===== config.mk =====
export PLATFORM = sky130hd
export DESIGN_NAME = pal_color_encoder
export DESIGN_NICKNAME = d
export VERILOG_FILES = /design/src/rtl/pal_color_encoder.sv
export SDC_FILE = /design/constraint.sdc
export NUM_CORES = 1
export LEC_CHECK = 0
export BUFFER_PORTS_ARGS = -buffer_cell sky130_fd_sc_hd__clkbuf_2
export CORE_ASPECT_RATIO = 1.25
export CORE_UTILIZATION = 28
export CTS_CLUSTER_DIAMETER = 100
export DETAILED_ROUTE_END_ITERATION = 8
export PLACE_DENSITY = 0.46
export REMOVE_ABC_BUFFERS = 1
export SYNTH_ARGS = -nofsm -noshare
export SYNTH_HDL_FRONTEND = slang
export SYNTH_SLANG_ARGS = --single-unit

===== constraint.sdc =====
create_clock -name clk_142mhz -period 3.05 [get_ports clk_142mhz]
set_input_delay 0.61 -clock clk_142mhz [delete_from_list [all_inputs] [get_ports clk_142mhz]]
set_output_delay 0.61 -clock clk_142mhz [all_outputs]
set_load 0.005 [all_outputs]

===== src/rtl/pal_color_encoder.sv =====
// PAL colour encoder: VIC-II palette index + sync/blank timing -> 6-bit luma and
// 1-bit chroma square wave, with subcarrier phase, V-switch and colour burst.
module pal_color_encoder #(
    parameter int unsigned BLANK_LEVEL = 16,
    parameter int unsigned LUMA_SCALE  = 3,
    parameter int unsigned BURST_DELAY = 128,
    parameter int unsigned BURST_LEN   = 320,
    parameter int unsigned BURST_HUE   = 12
) (
    input  logic       clk_142mhz,
    input  logic       reset_n,
    input  logic [3:0] pixel_color,
    input  logic       pixel_stb,
    input  logic       hsync,
    input  logic       vsync,
    input  logic       blank,
    output logic [5:0] luma,
    output logic       color,
    output logic       burst_active
);

    localparam int unsigned PH_W    = 5;
    localparam int unsigned IDX_W   = 4;
    localparam int unsigned STEP_W  = 4;
    localparam int unsigned LUMA_W  = 6;
    localparam int unsigned CNT_MAX = (BURST_DELAY > BURST_LEN) ? BURST_DELAY : BURST_LEN;
    localparam int unsigned CNT_W   = $clog2(CNT_MAX + 1);

    typedef enum logic [1:0] {
        ST_IDLE  = 2'd0,
        ST_DELAY = 2'd1,
        ST_BURST = 2'd2
    } burst_state_e;

    typedef struct packed {
        logic [STEP_W-1:0] step;
        logic [PH_W-1:0]   hue;
        logic              chroma_en;
    } pal_entry_t;

    // VIC-II palette: luma step 0..8, hue in 11.25 degree steps, chroma enable
    function automatic pal_entry_t palette(input logic [IDX_W-1:0] idx);
        pal_entry_t e;
        e = '0;
        case (idx)
            4'd0:  e = {4'd0, 5'd0,  1'b0};
            4'd1:  e = {4'd8, 5'd0,  1'b0};
            4'd2:  e = {4'd2, 5'd10, 1'b1};
            4'd3:  e = {4'd6, 5'd26, 1'b1};
            4'd4:  e = {4'd3, 5'd4,  1'b1};
            4'd5:  e = {4'd5, 5'd20, 1'b1};
            4'd6:  e = {4'd1, 5'd0,  1'b1};
            4'd7:  e = {4'd7, 5'd16, 1'b1};
            4'd8:  e = {4'd3, 5'd12, 1'b1};
            4'd9:  e = {4'd1, 5'd14, 1'b1};
            4'd10: e = {4'd5, 5'd10, 1'b1};
            4'd11: e = {4'd2, 5'd0,  1'b0};
            4'd12: e = {4'd4, 5'd0,  1'b0};
            4'd13: e = {4'd7, 5'd20, 1'b1};
            4'd14: e = {4'd4, 5'd0,  1'b1};
            4'd15: e = {4'd6, 5'd0,  1'b0};
        endcase
        return e;
    endfunction

    // PAL line alternation mirrors the hue: (32 - hue) mod 32
    function automatic logic [PH_W-1:0] mirror(input logic [PH_W-1:0] hue, input logic vsw);
        return vsw ? (PH_W'(0) - hue) : hue;
    endfunction

    logic [PH_W-1:0]   phase_cnt_q;
    logic              vswitch_q, vswitch_d;
    logic              hsync_q, vsync_q;
    logic [IDX_W-1:0]  pix_q;
    burst_state_e      state_q, state_d;
    logic [CNT_W-1:0]  cnt_q, cnt_d;

    logic              hs_rise, hs_fall, vs_rise;
    logic              burst_on_c;
    logic [IDX_W-1:0]  pix_idx_c;
    pal_entry_t        pal_c;
    logic [PH_W-1:0]   pix_p_c, burst_p_c;

    logic [STEP_W-1:0] step_s1_q;
    logic              pix_col_s1_q, burst_col_s1_q, burst_s1_q;
    logic              hs_s1_q, vs_s1_q, bl_s1_q;

    logic [LUMA_W-1:0] luma_d;
    logic              color_d, burst_active_d;

    assign hs_rise = hsync & ~hsync_q;
    assign hs_fall = ~hsync & hsync_q;
    assign vs_rise = vsync & ~vsync_q;

    // vsync rising edge has priority over the hsync toggle
    always_comb begin
        vswitch_d = vswitch_q;
        if (vs_rise) begin
            vswitch_d = 1'b0;
        end else if (hs_rise) begin
            vswitch_d = ~vswitch_q;
        end
    end

    // Burst FSM: state register
    always_ff @(posedge clk_142mhz or negedge reset_n) begin
        if (!reset_n) begin
            state_q <= ST_IDLE;
            cnt_q   <= '0;
        end else begin
            state_q <= state_d;
            cnt_q   <= cnt_d;
        end
    end

    // Burst FSM: next state; the fall cycle counts as the first delay clock
    always_comb begin
        state_d = state_q;
        cnt_d   = cnt_q;
        if (hs_rise || vsync) begin
            state_d = ST_IDLE;
            cnt_d   = '0;
        end else if (hs_fall) begin
            state_d = ST_DELAY;
            cnt_d   = CNT_W'(1);
        end else begin
            case (state_q)
                ST_DELAY: begin
                    if (cnt_q == CNT_W'(BURST_DELAY - 1)) begin
                        state_d = ST_BURST;
                        cnt_d   = '0;
                    end else begin
                        cnt_d = cnt_q + CNT_W'(1);
                    end
                end
                ST_BURST: begin
                    if (cnt_q == CNT_W'(BURST_LEN - 1)) begin
                        state_d = ST_IDLE;
                        cnt_d   = '0;
                    end else begin
                        cnt_d = cnt_q + CNT_W'(1);
                    end
                end
                default: begin
                    state_d = ST_IDLE;
                    cnt_d   = '0;
                end
            endcase
        end
    end

    // Burst FSM: outputs
    always_comb begin
        burst_on_c = 1'b0;
        if (state_q == ST_BURST) begin
            burst_on_c = 1'b1;
        end
    end

    // Stage 1 inputs: a strobed index bypasses the hold register
    always_comb begin
        pix_idx_c = pixel_stb ? pixel_color : pix_q;
        pal_c     = palette(pix_idx_c);
        pix_p_c   = phase_cnt_q + mirror(pal_c.hue, vswitch_q);
        burst_p_c = phase_cnt_q + mirror(PH_W'(BURST_HUE), vswitch_q);
    end

    always_ff @(posedge clk_142mhz or negedge reset_n) begin
        if (!reset_n) begin
            phase_cnt_q    <= '0;
            vswitch_q      <= 1'b0;
            hsync_q        <= 1'b0;
            vsync_q        <= 1'b0;
            pix_q          <= '0;
            step_s1_q      <= '0;
            pix_col_s1_q   <= 1'b0;
            burst_col_s1_q <= 1'b0;
            burst_s1_q     <= 1'b0;
            hs_s1_q        <= 1'b0;
            vs_s1_q        <= 1'b0;
            bl_s1_q        <= 1'b0;
        end else begin
            phase_cnt_q    <= phase_cnt_q + PH_W'(1);
            vswitch_q      <= vswitch_d;
            hsync_q        <= hsync;
            vsync_q        <= vsync;
            if (pixel_stb) begin
                pix_q <= pixel_color;
            end
            step_s1_q      <= pal_c.step;
            pix_col_s1_q   <= pal_c.chroma_en & ~pix_p_c[PH_W-1];
            burst_col_s1_q <= ~burst_p_c[PH_W-1];
            burst_s1_q     <= burst_on_c;
            hs_s1_q        <= hsync;
            vs_s1_q        <= vsync;
            bl_s1_q        <= blank;
        end
    end

    // Stage 2: output priority sync > burst > blank > pixel
    always_comb begin
        luma_d         = LUMA_W'(BLANK_LEVEL + LUMA_SCALE * 32'(step_s1_q));
        color_d        = pix_col_s1_q;
        burst_active_d = 1'b0;
        if (hs_s1_q || vs_s1_q) begin
            luma_d  = '0;
            color_d = 1'b0;
        end else if (burst_s1_q) begin
            luma_d         = LUMA_W'(BLANK_LEVEL);
            color_d        = burst_col_s1_q;
            burst_active_d = 1'b1;
        end else if (bl_s1_q) begin
            luma_d  = LUMA_W'(BLANK_LEVEL);
            color_d = 1'b0;
        end
    end

    always_ff @(posedge clk_142mhz or negedge reset_n) begin
        if (!reset_n) begin
            luma         <= '0;
            color        <= 1'b0;
            burst_active <= 1'b0;
        end else begin
            luma         <= luma_d;
            color        <= color_d;
            burst_active <= burst_active_d;
        end
    end

endmodule


==> impl_metrics.yaml <==
status:
  status: "complete, no violations"
pwr:
  vdd_drop_max_v: 0.000219
  p_leak_nw: 1.24
  p_comb_frac: 0.249
  p_sw_frac: 0.283
  net-switching-power_uw: 363
  power_density_nw_per_um2: 480
  power.internal_uw: 920
  seqPwrFrac: 0.446
  clock_power_share: 0.305
logic_synthesis:
  ys.flop_type: "dfrtp_1"
  synthArstFlopShare: 1.00
  ys_ff_latch: 39
  netlist_instances: 201
  synth-seq-area-share: 0.455
  yosys_warnings: 0
  synth_edf_count: 0
  synth_area_sq_um: 2140
  synth.distinct_cells: 47
  syn_area_per_cell_sq_um: 10.7
final_layout:
  antennaDiodeCount: 0
  final_cell_mix: "39 x dfrtp_1, 24 x buf_4, 18 x nor2_1, 16 x clkbuf_2, 15 x ha_1"
  layout-drive-gt1-share: 0.276
  final_util: 0.361
  mostFrequentLayoutCell: "dfrtp_1"
  nets: 273
  syn_to_final_growth_pct: 24.6
min_path:
  holdCritPathClass: "input pin to flop"
  hp-start: "blank"
  holdPathStages: 1
grt:
  grt_max_degree: 40
  busiest_layer: "met2"
  grt_pass1_vias: 1503
  grt_pass1_wl_mm: 7.17
  use_met2: 0.201
  met3_usage: 0.0245
  track_usage: 0.117
  met1_usage: 0.139
  antenna_found_initial: 0
  grt-ovfl-total: 0
setup_path:
  reg2reg_depth: 13
  crit_fanout: 4
  crit_path_start_kind: "input pin"
  arrival_ns: 3.11
  crit_type: "input pin to flop"
  endpoint_kind: "flop"
  required_ns: 3.23
  crit_start: "pixel_stb"
  reg2reg_from: "pix_q[1]"
detailed_routing:
  drt-initial-drc-count: 40
  drc_errors: 0
  wl_mm: 4.17
  wl_per_cell_um: 12.3
  vias: 1542
  ant_nets: 0
  vias_per_cell: 4.56
  firstDrtPassIters: 4
place:
  dp_hpwl_mm: 3.10
  portBuffers: 17
  dp_slack_ns: -0.381
  gp_congestion: 0.754
timing:
  hold_viol: 0
  hold_slack_ns: 0.439
  period_minus_slack_ns: 2.93
  maxClockFrequency_mhz: 342
  rsz0062_at_grt: "no"
  setup-violations-final: 0
  timing.final.crit_share: 0.960
  tightest_slew_ns: 0.997
  layout_setup_ws_ns: 0.122
  slew_headroom: 0.335
  finalMaxSlewViolations: 0
  fin_skew_ns: 0.00814
clocking:
  cts_root_buf: "clkbuf_8"
  cts_made_buffers: 5
  clk_latency_ns: 0.29
  clock_path_buffers: 2
  cts_tree: "done"
  cts_sinks: 39
  clkTransAtPathRegs_ns: 0.08
  cts_max_level: 2
floorplanning:
  rows: 35
  die_area_sq_um: 8010
  die_h_um: 99.8
  core_area_sq_um: 7400
  start_util: 0.290
  pin_count: 18
  die_w_um: 80.3
job:
  maxCapViolations: 0
-- per-layer routing --
metal | vias to the layer above | wire length [um] | part of all wire
met5 | - | 0 | 0
met4 | 0 | 91 | 0.022
met3 | 6 | 77 | 0.018
met2 | 13 | 2170 | 0.52
met1 | 741 | 1830 | 0.44
li1 | 782 | - | -
-- flip-flops by register name, indices dropped and copies added, names as in the netlist --
register        count
burst_s1_q          1
hs_s1_q             1
pix_col_s1_q        1
state_q             2
burst_col_s1_q      1
phase_cnt_q         5
step_s1_q           4
burst_active        1
vs_s1_q             1
cnt_q               9
pix_q               4
bl_s1_q             1
luma                6
vswitch_q           1
color               1
-- metrics by stage --
step                      power, mW  cell area (sq um)  std cells  setup TNS (ns)
after floorplan               0.747               2110        197          -0.221
after global placement        0.861               2460        326          -0.314
after detailed placement      0.864               2460        326          -0.381
after CTS                      1.27               2590        336               0
after global routing           1.37               2670        338               0
final                          1.28               2670        338               0
-- path summary, 6_finish.rpt --
kind                                   to  slack (ns)
min                               bl_s1_q        0.44
max                          pix_col_s1_q        0.12
max reg2reg                  pix_col_s1_q        0.23
min in group asynchronous  phase_cnt_q[0]        0.48
min reg2reg                phase_cnt_q[0]        0.46
max in group asynchronous    step_s1_q[3]        1.95
-- logic make-up after synthesis --
logic type               share of synthesized area
XOR/XNOR                                    0.0654
AND/OR/NAND/NOR                              0.166
AO/OA/AOI/OAI                               0.0987
multiplexers                                0.0537
flip-flops                                   0.455
adder cells (fa/ha/maj)                      0.118
buffers and inverters                       0.0426
-- power groups by stage --
stage / Sequential [mW] / Clock (mW) / Combinational [mW]
final: 0.572 / 0.391 / 0.319
after floorplan: 0.578 / 0 / 0.168
after global placement: 0.582 / 0 / 0.279
after detailed placement: 0.583 / 0 / 0.281
after global routing: 0.577 / 0.430 / 0.362
after CTS: 0.573 / 0.409 / 0.291
-- worst max-delay path, stage by stage --
cell and delay (ns):
buf_8 0.10, mux2i_4 0.23, inv_2 0.08, buf_4 0.13, buf_4 0.12, ha_1 0.19, a211o_1 0.29, xnor2_2 0.14
ha_1 0.30, nand3_1 0.09, nor2_1 0.06, a221oi_2 0.25, xor2_1 0.20, mux2_4 0.31
-- repair_timing --
action                     in CTS  in global routing
buffers inserted                2                  2
hold buffers                    0                  0
pin swaps                       4                 10
setup endpoints to repair       1                  1
gates resized for setup         2                 12
-- synthesized netlist by cell type, types with 2 or more instances --
library cell,instances,area (sq um)
xnor2_1,10,87.6
and2_1,3,18.8
ha_1,17,213
maj3_1,2,20.0
xor2_1,6,52.6
nor4_1,2,12.5
and3b_1,3,26.3
nand2_1,12,45.0
nor2_1,19,71.3
a21oi_1,8,40.0
dfrtp_1,39,976
mux2i_4,2,45.0
inv_1,13,48.8
nor2b_1,4,25.0
inv_2,3,11.3
mux2i_2,2,27.5
buf_6,2,22.5
nor3_1,5,25.0
nand3_1,9,45.0
mux2i_1,2,20.0
mux2_2,2,22.5
and3_1,5,31.3
o21ai_1,2,10.0
a31oi_1,2,12.5
o21ai_0,3,15.0
nor3b_1,3,22.5
-- area by class of cell --
| class | count | area (sq um) |
|---|---|---|
| fill | 735 | 4730 |
| multi-input combinational | 142 | 1140 |
| sequential | 39 | 976 |
| timing repair buffer | 41 | 275 |
| tap | 92 | 115 |
| clock buffer | 7 | 96.3 |
| inverter | 16 | 60.1 |
| clock inverter | 1 | 7.51 |
No activity file was read; power rests on OpenSTA's default activity.
